--- config.mk ---
export PLATFORM = sky130hd
export DESIGN_NAME = rx_data_unit
export DESIGN_NICKNAME = d
export VERILOG_FILES = /design/src/rtl/uart_pkg.sv /design/src/rtl/rx_sync_edge.sv /design/src/rtl/rx_data_unit.sv
export SDC_FILE = /design/constraint.sdc
export NUM_CORES = 1
export LEC_CHECK = 0
export ABC_CLOCK_PERIOD_IN_PS = 2900
export CAP_MARGIN = 20
export CORE_MARGIN = 1
export CORE_UTILIZATION = 40
export CTS_CLUSTER_DIAMETER = 120
export DETAILED_ROUTE_END_ITERATION = 8
export PLACE_DENSITY = 0.64
export SETUP_SLACK_MARGIN = 0.5
export SYNTH_ARGS = -nofsm -noshare
export SYNTH_HDL_FRONTEND = slang
export SYNTH_SLANG_ARGS = --single-unit
--- constraint.sdc ---
create_clock -name Clock -period 2.9 [get_ports Clock]
set_clock_uncertainty 0.05 [all_clocks]
set_input_delay 0.87 -clock Clock [delete_from_list [all_inputs] [get_ports Clock]]
set_output_delay 0.87 -clock Clock [all_outputs]
set_load 0.01 [all_outputs]
--- src/rtl/uart_pkg.sv ---
// -----------------------------------------------------------------------------
// uart_pkg
// Shared definitions for the UART Tx/Rx data units.
//   - rx_state_t   : receive FSM state encoding (IDLE..STOP)
//   - DATA_LENGTH_DEF : default number of data bits per frame
//   - FRAME_BITS   : start + data + parity + stop, shared with the Tx side
//   - PARITY_EVEN / PARITY_ODD : encoding of the Parity mode input
//   - maj3()       : 2-of-3 majority helper used by the optional voting sampler
// -----------------------------------------------------------------------------
package uart_pkg;

  typedef enum logic [2:0] {
    ST_IDLE   = 3'd0,
    ST_START  = 3'd1,
    ST_DATA   = 3'd2,
    ST_PARITY = 3'd3,
    ST_STOP   = 3'd4
  } rx_state_t;

  localparam int   DATA_LENGTH_DEF = 9;
  localparam int   FRAME_BITS      = 12;
  localparam logic PARITY_EVEN     = 1'b0;
  localparam logic PARITY_ODD      = 1'b1;

  function automatic logic maj3(input logic a, input logic b, input logic c);
    return (a & b) | (a & c) | (b & c);
  endfunction

endpackage

--- src/rtl/rx_sync_edge.sv ---
// -----------------------------------------------------------------------------
// rx_sync_edge
// Two-flop synchroniser for the asynchronous serial line plus a falling-edge
// detector on the synchronised value.
// Ports:
//   Clock   in   system clock
//   Reset   in   asynchronous active-low reset; all flops reset to 1 (idle
//                line level) so releasing reset never looks like a start edge
//   i_rx    in   raw serial line
//   o_rxs   out  synchronised line (RxS)
//   o_fall  out  RxP=1 and RxS=0, i.e. a 1->0 transition of the line
// -----------------------------------------------------------------------------
module rx_sync_edge (
  input  logic Clock,
  input  logic Reset,
  input  logic i_rx,
  output logic o_rxs,
  output logic o_fall
);

  logic r_meta;
  logic r_rxs;
  logic r_rxp;

  always_ff @(posedge Clock or negedge Reset) begin
    if (!Reset) begin
      r_meta <= 1'b1;
      r_rxs  <= 1'b1;
      r_rxp  <= 1'b1;
    end else begin
      r_meta <= i_rx;
      r_rxs  <= r_meta;
      r_rxp  <= r_rxs;
    end
  end

  assign o_rxs  = r_rxs;
  assign o_fall = r_rxp & ~r_rxs;

endmodule

--- src/rtl/rx_data_unit.sv ---
// -----------------------------------------------------------------------------
// rx_data_unit
// Serial receive stage. Frame on the line, LSB first:
//   idle 1, start 0, D0..D(DataLength-1), parity, stop 1.
// The line is oversampled with SampleTick (Oversample ticks per bit). The
// start bit is validated at its middle, then every bit is sampled at mid-bit.
//
// Output strobe: DataValid is a one-cycle pulse; Data, ParityError and
// FramingError update on the same cycle and hold until the next pulse. There
// is no back-pressure: the consumer must take the word on the pulse.
//
// Optional build macro RX_MAJORITY_VOTE_EN: each bit is the 2-of-3 majority
// of samples at mid-1, mid, mid+1; the decision is taken at mid+1.
//
// Ports:
//   Clock        in   system clock
//   Reset        in   asynchronous active-low reset
//   SampleTick   in   oversampling enable, one Clock wide
//   Rx           in   asynchronous serial line, idle high
//   Parity       in   0 = even, 1 = odd
//   Data         out  last received word
//   DataValid    out  one-cycle strobe when outputs update
//   ParityError  out  parity mismatch on the last frame
//   FramingError out  stop bit sampled 0 on the last frame
//   Busy         out  FSM not in IDLE
//   DbgState     out  current FSM state (observation only)
// -----------------------------------------------------------------------------
module rx_data_unit
  import uart_pkg::*;
#(
  parameter int DataLength = DATA_LENGTH_DEF,
  parameter int Oversample = 16
) (
  input  logic                  Clock,
  input  logic                  Reset,
  input  logic                  SampleTick,
  input  logic                  Rx,
  input  logic                  Parity,
  output logic [DataLength-1:0] Data,
  output logic                  DataValid,
  output logic                  ParityError,
  output logic                  FramingError,
  output logic                  Busy,
  output rx_state_t             DbgState
);

  localparam int TW = $clog2(Oversample);
  localparam int BW = $clog2(DataLength);

  localparam logic [TW-1:0] MID_START = TW'(Oversample / 2 - 1);
  localparam logic [TW-1:0] MID_BIT   = TW'(Oversample - 1);
  localparam logic [BW-1:0] LAST_BIT  = BW'(DataLength - 1);

`ifdef RX_MAJORITY_VOTE_EN
  // The start decision happens one tick after the start mid-point, so the
  // counter restarts at 1 to keep later mid-points on TickCnt = Oversample-1.
  localparam logic [TW-1:0] START_RELOAD = TW'(1);
`else
  localparam logic [TW-1:0] START_RELOAD = TW'(0);
`endif

  rx_state_t             r_state;
  logic [TW-1:0]         r_tick_cnt;
  logic [BW-1:0]         r_bit_cnt;
  logic [DataLength-1:0] r_shift;
  logic                  r_rx_par;

  logic                  w_rxs;
  logic                  w_fall;
  logic [TW-1:0]         w_mid;
  logic                  w_decide;
  logic                  w_bit;

  rx_sync_edge u_sync (
    .Clock  (Clock),
    .Reset  (Reset),
    .i_rx   (Rx),
    .o_rxs  (w_rxs),
    .o_fall (w_fall)
  );

  assign w_mid = (r_state == ST_START) ? MID_START : MID_BIT;

`ifdef RX_MAJORITY_VOTE_EN
  // r_vote holds the samples taken at mid-1 (bit 1) and mid (bit 0);
  // r_armed marks that the next tick is mid+1, where the vote is resolved.
  // Using a flag avoids confusing mid+1 (which wraps to 0 in DATA) with the
  // counter value at the start of a bit.
  logic [1:0] r_vote;
  logic       r_armed;

  assign w_decide = SampleTick & r_armed;
  assign w_bit    = maj3(r_vote[1], r_vote[0], w_rxs);
`else
  assign w_decide = SampleTick & (r_tick_cnt == w_mid);
  assign w_bit    = w_rxs;
`endif

  always_ff @(posedge Clock or negedge Reset) begin
    if (!Reset) begin
      r_state      <= ST_IDLE;
      r_tick_cnt   <= '0;
      r_bit_cnt    <= '0;
      r_shift      <= '0;
      r_rx_par     <= 1'b0;
      Data         <= '0;
      DataValid    <= 1'b0;
      ParityError  <= 1'b0;
      FramingError <= 1'b0;
`ifdef RX_MAJORITY_VOTE_EN
      r_vote       <= 2'b11;
      r_armed      <= 1'b0;
`endif
    end else begin
      DataValid <= 1'b0;

      // Free-running oversample counter while a frame is in progress; the
      // state actions below override it where a restart is needed.
      if (r_state != ST_IDLE && SampleTick) begin
        r_tick_cnt <= r_tick_cnt + 1'b1;
      end

`ifdef RX_MAJORITY_VOTE_EN
      if (r_state != ST_IDLE && SampleTick) begin
        if (r_armed) begin
          r_armed <= 1'b0;
        end else if (r_tick_cnt == (w_mid - 1'b1)) begin
          r_vote <= {r_vote[0], w_rxs};
        end else if (r_tick_cnt == w_mid) begin
          r_vote  <= {r_vote[0], w_rxs};
          r_armed <= 1'b1;
        end
      end
`endif

      case (r_state)
        ST_IDLE: begin
          // Edge detection does not wait for SampleTick.
          if (w_fall) begin
            r_tick_cnt <= '0;
            r_state    <= ST_START;
          end
        end

        ST_START: begin
          if (w_decide) begin
            if (!w_bit) begin
              r_tick_cnt <= START_RELOAD;
              r_bit_cnt  <= '0;
              r_state    <= ST_DATA;
            end else begin
              // Glitch shorter than half a bit: false start.
              r_state <= ST_IDLE;
            end
          end
        end

        ST_DATA: begin
          if (w_decide) begin
            // Shift in from the top so D0 ends at bit 0 after the last bit.
            r_shift <= {w_bit, r_shift[DataLength-1:1]};
            if (r_bit_cnt == LAST_BIT) begin
              r_state <= ST_PARITY;
            end else begin
              r_bit_cnt <= r_bit_cnt + 1'b1;
            end
          end
        end

        ST_PARITY: begin
          if (w_decide) begin
            r_rx_par <= w_bit;
            r_state  <= ST_STOP;
          end
        end

        ST_STOP: begin
          // Leave at mid stop bit so a back-to-back start edge is caught.
          if (w_decide) begin
            Data         <= r_shift;
            ParityError  <= Parity ^ (^r_shift) ^ r_rx_par;
            FramingError <= ~w_bit;
            DataValid    <= 1'b1;
            r_state      <= ST_IDLE;
          end
        end

        default: r_state <= ST_IDLE;
      endcase
    end
  end

  assign Busy     = (r_state != ST_IDLE);
  assign DbgState = r_state;

endmodule

* Word-level counts from Yosys, hierarchy flattened *
Cells that the tools add are included.

operators by class
  add/subtract/negate cells = 2
  reduce and logical (&&, ||, !) cells = 10
  bitwise logic cells = 5
  muxes and demuxes = 21
  equality and inequality tests = 14

operators with widths
  kind                                                 count
  two-way mux 4 bit                                    9
  two-way mux 3 bit                                    6
  one-hot mux 4 bit (2 select lines)                   2
  one-hot mux 3 bit (5 select lines)                   1
  != test 2 bit, second input constant                 7
  parity 9 bit                                         1
  adder 4 x 1 -> 4 bit, second input constant          2
  equality test 3 x 2 -> 1 bit, second input constant  2
  AND reduction 2 bit                                  3
  AND reduction 6 bit                                  1
  AND reduction 5 bit                                  1
  equality test 4 bit                                  1
  equality test 4 bit, second input constant           1
  equality test 3 x 1 -> 1 bit, second input constant  1
  equality test 3 bit, second input constant           1
  logical NOT 3 bit                                    1
  nonzero test 3 bit                                   1
  bitwise AND 1 bit                                    2
  two-way mux 1 bit                                    2
  two-way mux 2 bit                                    1
  != test 2 x 1 -> 1 bit, second input constant        1
  nonzero test 2 bit                                   1
  XOR 1 bit                                            2
  logical AND 1 bit                                    1
  NOT 1 bit                                            1

word-level totals
  bits in registers = 36
  input port bits = 5
  output and inout port bits = 16

* Longest topological paths before layout *
Gate-level depths: netlist of the first run.

  depth in word-level cells = 6
  gate-level depth with buffers = 6
  mapped depth without buffers = 6

* Hierarchy *
A second synthesis of the first run with hierarchy kept.

unflattened totals
  cells, all modules = 147
  area total of the unflattened synthesis = 1690.4 um2

modules (own cells, without submodules)
  module        times used  area each (um2)  cells each
  rx_data_unit  1           1597.8           143
  rx_sync_edge  1           92.6             4

* Least setup slack after synthesis of the first run *
Ideal clock, no wire load.

  kind = reg2out
  from = register r_state[0] (netlist: DbgState[0])
  to = output Busy
  slack = 1027 ps
  arrival = 953 ps
  cell stages (with the launch flop) = 4
  cells stage by stage = dfrtp_1 > buf_2 > nor2_1 > nand2_1

on the way
  word-level cells in the longest chain between the ends = 1

ends and longest elaborated chain
  element                 line                 source
  from (decl)             rx_data_unit.sv:62   rx_state_t r_state;
  from (signal assigned)  rx_data_unit.sv:101  r_state <= ST_IDLE;
  from (signal assigned)  rx_data_unit.sv:141  r_state <= ST_START;
  from (signal assigned)  rx_data_unit.sv:150  r_state <= ST_DATA;
  nonzero test 3 bit      rx_data_unit.sv:193  assign Busy = (r_state != ST_IDLE);
  to (decl)               rx_data_unit.sv:43   output logic Busy,

Every way passes these cells.

* Worst setup path in the final report of the first run *
  from = register r_state[1] (netlist: DbgState[1])
  to = output DbgState[1]

RTL lines
  element    line                source
  to (decl)  rx_data_unit.sv:44  output rx_state_t DbgState

No word-level cell between the ends.

==> flow_summary.json, run 1 <==
{
  "rows": 23,
  "worstMarginPinSlew_ns": 0.503,
  "path_clk_slew_ns": 0.08,
  "required_ns": 1.98,
  "fillers": 350,
  "critical_path_buf_inv_count": 2,
  "antenna_found_initial": 0,
  "chipWidth_um": 67.5,
  "syn_inst": 140,
  "die_area_mm2": 0.00456,
  "synth_warnings": 0,
  "rsz0062_at_grt": "no",
  "nets": 175,
  "min_period_over_period_pct": 81.2,
  "grt_pass1_vias": 1146,
  "ctsHoldBuffers": 0,
  "end_kind": "output port",
  "syn_to_final_growth_pct": 21.9,
  "netlist_area_mm2": 0.00172,
  "crit_slowest_cell": "clkdlybuf4s50_1",
  "max_freq_ghz": 0.424,
  "arrival_ns": 1.44,
  "fp.coreArea_mm2": 0.00406,
  "hold_viol_final": 0,
  "critPathMaxStageDelay_ns": 0.55,
  "seq_area_frac_synth_pct": 52.7,
  "wl_per_cell_um": 13.8,
  "critPathMaxFanout": 12,
  "most-common-layout-cells": "dfrtp_1, clkdlybuf4s50_1, mux2_2",
  "drc": 0,
  "cap_violations": 0,
  "max_slew_margin_pct": 66.4,
  "finalInstanceArea_mm2": 0.00209,
  "drive_above_1_share_pct": 26.2,
  "setup_viol": 0,
  "ir_worst_vdd_mv": 0.289,
  "numCtsBuffers": 5,
  "period_minus_slack_ns": 2.36,
  "multi_input_area_um2": 763,
  "hold_path_class": "reg -> reg",
  "syn-num-nets": 148,
  "dr.pass1.iters": 4,
  "synth_seq_cells": 36,
  "clockRootBuffer": "clkbuf_8",
  "cts_buffer_depth": 2,
  "fin_tns_setup_ns": 0,
  "finalPower_mw": 1.36,
  "grt.overflow.total": 0,
  "clk_latency_ns": 0.29,
  "leakage_nw": 0.960,
  "place_hpwl_mm": 2.06,
  "mostFrequentLayoutCell": "dfrtp_1",
  "ys_types": 36,
  "seq_area_um2": 907,
  "vias_per_cell": 5.17,
  "placed_cell_area_mm2": 0.00196,
  "critPathKind": "reg -> out",
  "cts_tree": "yes",
  "ant_nets": 0,
  "slew_viol_final": 0,
  "path_delay_family": "buffers and inverters",
  "synthArstFlopShare_pct": 100,
  "vias": 1128,
  "grt_max_degree": 37,
  "grt_pass1_wl_mm": 5.15,
  "gp_congestion": 0.805,
  "port_buffers": 20,
  "wl_mm": 3.02,
  "worstSetupStartpointType": "register",
  "clock-sinks": 36,
  "syn_area_per_cell_um2": 12.3,
  "start_util_pct": 42.3,
  "n_antenna_cell": 0,
  "synthFlopType": "dfrtp_1",
  "final_core_util_pct": 51.6,
  "p_per_area_mw_per_mm2": 650,
  "status": "complete, no violations",
  "drtIter0Drc": 50,
  "htree_levels": 2,
  "track_usage_pct": 15.7,
  "die_h_um": 67.5,
  "cp_cell_sequence": "buf_6, clkdlybuf4s50_1",
  "synth_edf_count": 0,
  "io_pins": 21
}
==> path summary, 6_finish.rpt <==
| kind | to | slack, ns | depth (start not counted) | from |
|---|---|---|---|---|
| max in group asynchronous | u_sync.r_rxp | 1.51 | 2 | Reset |
| min reg2reg | u_sync.o_rxs | 0.31 | 0 | u_sync.r_meta |
| max | DbgState[1] | 0.54 | 2 | DbgState[1] |
| max reg2reg | r_shift[1] | 0.95 | 4 | DbgState[0] |
| min in group asynchronous | r_tick_cnt[2] | 0.93 | 2 | Reset |
| min | u_sync.o_rxs | 0.31 | 0 | u_sync.r_meta |
==> report_power, final <==
group | total (mW) | switching, mW | internal (mW)
logic | 0.359 | 0.181 | 0.179
clock network | 0.394 | 0.177 | 0.217
registers | 0.609 | 0.0550 | 0.554
==> cell usage after synthesis, types with 3 or more instances <==
master	count	area (um^2)
dfstp_2	3	78.8
nand4_1	3	18.8
o21ai_0	8	40.0
inv_1	5	18.8
buf_2	3	15.0
mux2_2	19	214
xnor2_1	7	61.3
nor2_1	11	41.3
xor2_1	4	35.0
ha_1	3	37.5
o21ai_1	3	15.0
nand2_1	11	41.3
dfrtp_1	33	826
==> layer usage <==
layer	track usage, %	routed length, um	up-vias
met2	24.8	1430	19
met1	19.0	1410	556
li1	-	-	544
met5	0	0	-
met4	10.1	71	0
met3	4.05	99	9
==> flip-flops by register name, indices dropped and copies added, names as in the netlist <==
name           count
r_tick_cnt         4
u_sync.o_rxs       1
FramingError       1
u_sync.r_meta      1
DataValid          1
r_shift            9
Data               9
r_rx_par           1
DbgState           3
ParityError        1
u_sync.r_rxp       1
r_bit_cnt          4
==> final cells by class <==
class                      count  share of cell area [%]
sequential                    36                    43.3
inverter                       5                   0.897
tap                           50                    2.99
timing repair buffer          25                    11.5
clock buffer                   8                    4.78
multi-input combinational     94                    36.5
==> cell families after synthesis <==
family                   count (synthesis)  share of synthesized area, %
adder cells (fa/ha/maj)                  3                          2.19
multiplexers                            21                          13.6
XOR/XNOR                                12                          6.92
buffers and inverters                   10                          3.28
AO/OA/AOI/OAI                           17                          6.63
AND/OR/NAND/NOR                         41                          14.7
flip-flops                              36                          52.7
==> through the flow <==
stage | instances | setup WS (ns) | hold slack (ns)
6_report | 218 | 0.544 | 0.307
5_1_grt | 218 | 0.513 | 0.314
4_1_cts | 218 | 0.512 | 0.308
3_5_place_dp | 207 | 0.358 | 0.299
3_3_place_gp | 207 | 0.412 | 0.298
2_1_floorplan | 140 | 1.03 | 0.295
==> what timing repair did <==
item	CTS	global route
endpoints found under the setup margin	3	1
setup buffers	3	0
resized for setup	4	1
==> worst register-to-register path, stage by stage, from the launching register on <==
cell	delay (ns)
dfrtp_2	0.44
buf_4	0.18
or3b_1	0.52
nor2_4	0.27
mux2_2	0.37
Power figures use the tool's default switching activity.
==> run 2, diff against run 1 <==
- ABC_CLOCK_PERIOD_IN_PS: 2900 -> 2300
- clock period: 2.9 -> 2.3 ns (I/O delays scaled with it)
==> flow_summary.json, run 2 (synthesis results as in run 1) <==
{
  "rsz0062_at_grt": "yes",
  "chipWidth_um": 67.5,
  "clockRootBuffer": "clkbuf_8",
  "fin_tns_setup_ns": 0,
  "wl_mm": 3.23,
  "cap_violations": 0,
  "path_clk_slew_ns": 0.07,
  "critPathKind": "reg -> out",
  "setup_viol": 0,
  "dr.pass1.iters": 4,
  "finalPower_mw": 1.72,
  "rows": 23,
  "gp_congestion": 0.833,
  "n_antenna_cell": 0,
  "start_util_pct": 42.3,
  "grt_pass1_vias": 1151,
  "wl_per_cell_um": 14.1,
  "min_period_over_period_pct": 76.9,
  "clk_latency_ns": 0.28,
  "period_minus_slack_ns": 1.77,
  "place_hpwl_mm": 2.08,
  "ctsHoldBuffers": 0,
  "top_regs": "Data x9, r_shift x9",
  "cts_tree": "yes",
  "finalWorstSetupSlack_ns": 0.532,
  "p_per_area_mw_per_mm2": 801,
  "cts_buffer_depth": 2,
  "leakage_nw": 1.07,
  "grt_pass1_wl_mm": 5.45,
  "required_ns": 1.56,
  "ir_worst_vdd_mv": 0.477,
  "grt.overflow.total": 0,
  "max_freq_ghz": 0.566,
  "slew_viol_final": 0,
  "drive_above_1_share_pct": 33.5,
  "hold_path_class": "reg -> reg",
  "fp.coreArea_mm2": 0.00406,
  "arrival_ns": 1.03,
  "port_buffers": 20,
  "status": "complete, no violations",
  "vias": 1143,
  "hold_viol_final": 0,
  "grt_max_degree": 37,
  "vias_per_cell": 4.99,
  "antenna_found_initial": 0,
  "max_slew_margin_pct": 70.2,
  "drc": 0,
  "die_area_mm2": 0.00456,
  "numCtsBuffers": 5,
  "worstSetupStartpointType": "register",
  "io_pins": 21,
  "ant_nets": 0,
  "mostFrequentLayoutCell": "dfrtp_1",
  "die_h_um": 67.5,
  "nets": 187,
  "drtIter0Drc": 28,
  "htree_levels": 2,
  "track_usage_pct": 16.5,
  "syn_to_final_growth_pct": 25.1,
  "most-common-layout-cells": "dfrtp_1, mux2_2, buf_4",
  "end_kind": "output port",
  "dp_slack_ns": -0.0567,
  "clock-sinks": 36,
  "critPathMaxFanout": 3,
  "worstMarginPinSlew_ns": 0.448
}
## run 2: what timing repair did
item	in CTS	in global routing
resized for setup	28	4
pin swaps	3	8
endpoints found under the setup margin	43	18
gates cloned	1	0
buffers inserted	8	3
## run 2: final timing paths
path / end / cells after the start / from / slack (ns)
max reg2reg: r_bit_cnt[3] / 4 / DbgState[0] / 0.55
max in group asynchronous: u_sync.o_rxs / 2 / Reset / 1.09
max: Busy / 3 / DbgState[0] / 0.53
min reg2reg: u_sync.o_rxs / 0 / u_sync.r_meta / 0.31
min: u_sync.o_rxs / 0 / u_sync.r_meta / 0.31
min in group asynchronous: DbgState[0] / 2 / Reset / 0.76
## run 2: layout make-up
type	instances	area, um^2
Inverter	5	18.8
Clock inverter	1	5.00
Fill cell	359	1910
Clock buffer	6	72.6
Timing Repair Buffer	36	292
Sequential cell	36	905
Tap cell	50	62.6
Multi-Input combinational cell	95	793
## run 2: through the flow
stage	cells	cell area [um^2]	util, %	hold slack (ns)
5_1_grt	229	2150	52.9	0.316
3_5_place_dp	210	1980	48.8	0.297
6_report	229	2150	52.9	0.306
3_3_place_gp	210	1980	48.8	0.298
2_1_floorplan	140	1720	-	0.295
4_1_cts	226	2130	52.6	0.306
## run 2: worst max-delay path: stages (launching register included)
cell and delay, ns:
dfrtp_1 0.40, nor2_2 0.14, nand2_1 0.07, buf_2 0.14
## run 2: layer usage
| layer | share of wire (%) | vias up | GRT usage, % |
|---|---|---|---|
| met1 | 46 | 558 | 20.4 |
| met3 | 3.2 | 6 | 4.56 |
| met5 | 0 | - | 0 |
| li1 | - | 565 | - |
| met4 | 1.5 | 0 | 6.38 |
| met2 | 50 | 14 | 27.2 |
## run 2: power breakdown
group          internal [mW]  switching [mW]  total [mW]
logic                  0.285           0.266       0.551
clock network          0.206           0.206       0.411
registers              0.697          0.0614       0.758
total                   1.19           0.533        1.72
